===== src/rtl/fifo_skew_reader.sv =====
// Drains ROWS operand FIFOs onto the systolic array edge with a diagonal skew:
// row r pops its k-th word at step k+r, all rows advancing in lockstep.
module fifo_skew_reader #(
   parameter int ROWS       = 4,
   parameter int DATA_WIDTH = 8,
   parameter int LEN_WIDTH  = 8
) (
   input  logic                       clk,
   input  logic                       rst,
   input  logic                       start,
   input  logic [LEN_WIDTH-1:0]       len,
   input  logic [ROWS-1:0]            empty,
   input  logic [ROWS*DATA_WIDTH-1:0] rdata,
   output logic [ROWS-1:0]            ren,
   output logic [ROWS*DATA_WIDTH-1:0] out_data,
   output logic [ROWS-1:0]            out_valid,
   output logic                       busy,
   output logic                       done
);

   // Wide enough to hold len+ROWS-1 without wrapping.
   localparam int CW = LEN_WIDTH + $clog2(ROWS) + 1;

   typedef enum logic [1:0] {IDLE, RUN, DONE} state_t;

   state_t               state_reg;
   logic [CW-1:0]        c_reg;
   logic [LEN_WIDTH-1:0] len_reg;
   logic [ROWS-1:0]      active;
   logic                 stall;
   logic [CW-1:0]        last_step;

   assign last_step = CW'(len_reg) + CW'(ROWS) - CW'(2);

   genvar gi;
   generate
      for (gi = 0; gi < ROWS; gi++) begin : g_row
         logic [DATA_WIDTH-1:0] data_reg;
         logic                  valid_reg;

         assign active[gi] = (state_reg == RUN) && (c_reg >= CW'(gi)) &&
                             (c_reg < CW'(gi) + CW'(len_reg));

         // Idle or stalled rows emit a zero bubble rather than holding old data.
         always_ff @(posedge clk or posedge rst) begin
            if (rst) begin
               data_reg  <= '0;
               valid_reg <= 1'b0;
            end else if (ren[gi]) begin
               data_reg  <= rdata[gi*DATA_WIDTH +: DATA_WIDTH];
               valid_reg <= 1'b1;
            end else begin
               data_reg  <= '0;
               valid_reg <= 1'b0;
            end
         end

         assign out_data[gi*DATA_WIDTH +: DATA_WIDTH] = data_reg;
         assign out_valid[gi]                         = valid_reg;
      end
   endgenerate

   // Any active row running dry freezes all rows so the skew stays intact.
   assign stall = |(active & empty);
   assign ren   = stall ? '0 : active;

   always_ff @(posedge clk or posedge rst) begin
      if (rst) begin
         state_reg <= IDLE;
         c_reg     <= '0;
         len_reg   <= '0;
      end else begin
         case (state_reg)
            IDLE: begin
               if (start) begin
                  if (len == '0) begin
                     state_reg <= DONE;
                  end else begin
                     state_reg <= RUN;
                     len_reg   <= len;
                     c_reg     <= '0;
                  end
               end
            end
            RUN: begin
               if (!stall) begin
                  c_reg <= c_reg + CW'(1);
                  if (c_reg == last_step) state_reg <= DONE;
               end
            end
            DONE:    state_reg <= IDLE;
            default: state_reg <= IDLE;
         endcase
      end
   end

   assign busy = (state_reg == RUN);
   assign done = (state_reg == DONE);

endmodule


===== config.mk =====
export PLATFORM = sky130hd
export DESIGN_NAME = fifo_skew_reader
export DESIGN_NICKNAME = d
export VERILOG_FILES = /design/src/rtl/fifo_skew_reader.sv
export SDC_FILE = /design/constraint.sdc
export NUM_CORES = 1
export LEC_CHECK = 0
export ABC_CLOCK_PERIOD_IN_PS = 5370
export CORE_MARGIN = 1
export CORE_UTILIZATION = 55
export CTS_BUF_LIST = sky130_fd_sc_hd__clkbuf_4
export DETAILED_ROUTE_END_ITERATION = 6
export PLACE_DENSITY = 0.89
export SLEW_MARGIN = 10
export SYNTH_ARGS = -nofsm -noshare
export SYNTH_HDL_FRONTEND = slang
export SYNTH_SLANG_ARGS = --single-unit

===== constraint.sdc =====
create_clock -name clk -period 5.37 [get_ports clk]
set_input_delay 1.074 -clock clk [delete_from_list [all_inputs] [get_ports clk]]
set_output_delay 1.074 -clock clk [all_outputs]
set_load 0.1 [all_outputs]

==> reports/metrics.yaml <==
grt_pass1_wl_mm: 14.21
core_um2: 5956
post-dp-hpwl_mm: 6.792
antenna_found_initial: 0
max_stage_delay_ns: 0.45
cts_tree: "yes"
post_route_cells_drive_above_1_share_pct: 8.585
crit_chain: "inv_1 -> nor3_1 -> and4_1 -> nand2_1 -> ha_1 -> nor4bb_2 -> o211ai_1 -> o311a_1 -> nand3_1 -> o2111ai_4 -> nor3_4 -> buf_4"
htreeDepth: 3
grt-busiest-layer: "met2"
start_kind: "flip-flop"
fmax_mhz: 195.9
seq_area_frac_synth_pct: 41.94
area_delta_synth_final_pct: 31.05
fin_setup_tns_ns: 0
synth_edf_count: 0
final_cells: 506
path_max_fanout: 16
layout_setup_ws_ns: 0.2647
cts.clk_slew.worst_paths_ns: 0.09
drt_pass1_iterations: 5
maxSlewViolCount: 0
ant_nets: 0
timing.rr.start: "len_reg[4]$_DFFE_PP0P_"
r2r_setup_slack_ns: 1.69
setup_viol: 0
end_kind: "output port"
r2r_cells: 12
cp-endpoint: "ren[0]"
use_met2_pct: 50.51
globalplace.congestion: 0.9583
cts_root_buf: "clkbuf_4"
cts_buffers: 9
drt-total-wl_mm: 8.941
ys_seq_elements: 57
period_needed_ns: 5.105
whs_ns: 0.6081
syn-num-nets: 423
die_h_um: 80.64
rows: 28
clock_latency_ns: 0.42
grt_pass1_vias: 3028
wire_per_inst_um: 17.67
worstPathArrival_ns: 4.03
grt_use_met1_pct: 33.93
gr-total-overflow: 0
ios: 89
timing_worst_setup_path_type: "reg -> out"
status: "complete, no violations"
r2r_end: "c_reg[10]$_DFFE_PP0P_"
start_util_pct: 57.10
drt_iter0_drc: 247
synth_flop_cell: "dfrtp_1"
track_usage_pct: 29.77
cts.path.max_buffers: 2
drv_cap: 0
crit_start: "len_reg[4]$_DFFE_PP0P_"
die_x_um: 80.64
rsz0062_at_grt: "false"
postCtsHoldBufs: 0
grt_max_degree: 58
viasPerCell: 5.856
syn_inst: 336
synth_area_um2: 3401
min_path_type: "reg -> reg"
tightest_slew_ns: 1.004
synth_warnings: 0
syn_area_per_cell_um2: 10.12
fin_crit_sh_pct: 95.07
drc: 0
nets: 513
hold_viol_final: 0
cts_sinks: 57
cp_data_required_time_ns: 4.30
dp.cells: 490
pre_cts_ws_ns: 0.6518
critical-path-slowest-cell: "dfrtp_1"
largest_reg_flops: 32
diodes: 0
max-slew-margin-rel_pct: 32.83
async_flop_share_pct: 100.0
fin_skew_ns: 0.01055
io_buffers: 88
grtUsageMet3_pct: 7.273
fp.dieArea_um2: 6502
ys_types: 50
vias: 2963
nFillCells: 421
kinds of logic after synthesis:
logic type	count (synthesis)	synth area share (%)
compound gates	51	11.15
xor+xnor	17	4.378
fa+ha+maj	40	14.72
buf+inv	29	3.900
flops	57	41.94
simple gates	142	23.91
per-stage QoR:
| step | area, um2 | util [%] |
|---|---|---|
| floorplan | 3401 | - |
| global placement | 4332 | 72.73 |
| detailed placement | 4332 | 72.73 |
| CTS | 4442 | 74.58 |
| global route | 4457 | 74.83 |
| finish | 4457 | 74.83 |
area by class of cell:
class                   count  area (um2)  area share [%]
flip-flops and latches     57        1426           32.00
well taps                  75       93.84           2.106
clock inverters             6       35.03          0.7861
inverters                  17       63.81           1.432
clock buffers              10       75.07           1.684
multi-input cells         250        1857           41.66
repair buffers             91       905.9           20.33
worst min path at each step:
stage,start,end,slack [ns],cells after the start
floorplan,state_reg[1]$_DFFE_PP0P_,state_reg[1]$_DFFE_PP0P_,0.48,1
global placement,state_reg[1]$_DFFE_PP0P_,state_reg[1]$_DFFE_PP0P_,0.52,1
detailed placement,state_reg[1]$_DFFE_PP0P_,state_reg[1]$_DFFE_PP0P_,0.54,1
CTS,state_reg[1]$_DFFE_PP0P_,state_reg[1]$_DFFE_PP0P_,0.59,1
global route,state_reg[1]$_DFFE_PP0P_,state_reg[1]$_DFFE_PP0P_,0.62,1
finish,state_reg[1]$_DFFE_PP0P_,state_reg[1]$_DFFE_PP0P_,0.61,1
synthesized netlist by cell type (2+ instances only):
cell type | instances | area share, %
nand2b_1 | 2 | 0.37
nor3b_1 | 2 | 0.44
ha_1 | 40 | 15
nand4_1 | 8 | 1.5
dfrtp_1 | 57 | 42
or2_2 | 2 | 0.37
nand3b_1 | 3 | 0.66
clkinv_1 | 3 | 0.33
nor4_1 | 9 | 1.7
nor3_1 | 8 | 1.2
a211o_1 | 6 | 1.5
a2111oi_0 | 2 | 0.52
and3_1 | 6 | 1.1
a21oi_1 | 14 | 2.1
clkbuf_1 | 6 | 0.66
o21ai_0 | 13 | 1.9
nor2_1 | 14 | 1.5
nor2b_1 | 2 | 0.37
xnor2_1 | 16 | 4.1
inv_1 | 14 | 1.5
buf_4 | 4 | 0.88
nand3_1 | 15 | 2.2
a21o_1 | 2 | 0.44
and2_1 | 32 | 5.9
nand2_1 | 27 | 3.0
o41ai_2 | 2 | 0.96
or2_1 | 2 | 0.37
and4_1 | 3 | 0.77
layer usage:
layer,up-vias,wire [um]
li1,1382,-
met1,1430,3376
met2,116,4722
met3,35,508
met4,0,334
met5,-,0
what timing repair did:
item / CTS / global route
setup buffers: 0 / 0
hold endpoints to repair: 0 / 0
gates resized for setup: 0 / 3
setup endpoints to repair: 0 / 2
worst max-delay path: cells and delay by family, from the launching register on:
| kind | cells | cell delay [ns] |
|---|---|---|
| AO/OA/AOI/OAI | 3 | 0.66 |
| AND/OR/NAND/NOR | 6 | 1.69 |
| flip-flops | 1 | 0.45 |
| buffers and inverters | 2 | 0.51 |
| adder cells (fa/ha/maj) | 1 | 0.30 |
placed cells by master (no fill, tap or decap), types with 2 or more instances in the layout:
master / instances
clkinv_1: 3
a21o_1: 2
o41ai_2: 2
o21ai_0: 13
nand3b_1: 3
or2_1: 2
ha_1: 40
xnor2_1: 16
nand3_1: 15
and2_1: 32
dfrtp_1: 57
buf_4: 6
nor3b_1: 2
nand2_1: 27
a21oi_1: 14
or2_2: 2
and4_1: 3
clkbuf_4: 10
clkdlybuf4s50_1: 84
nor2_1: 13
nand2b_1: 2
nand4_1: 8
nor2b_1: 2
nor3_1: 8
inv_1: 13
nor4_1: 9
and3_1: 6
clkinvlp_4: 2
a2111oi_0: 2
clkinv_2: 4
a211o_1: 6
Power is left out: the tool's default activity adds up to more than one toggle a clock period on the data nets, which glitch-free logic cannot reach.
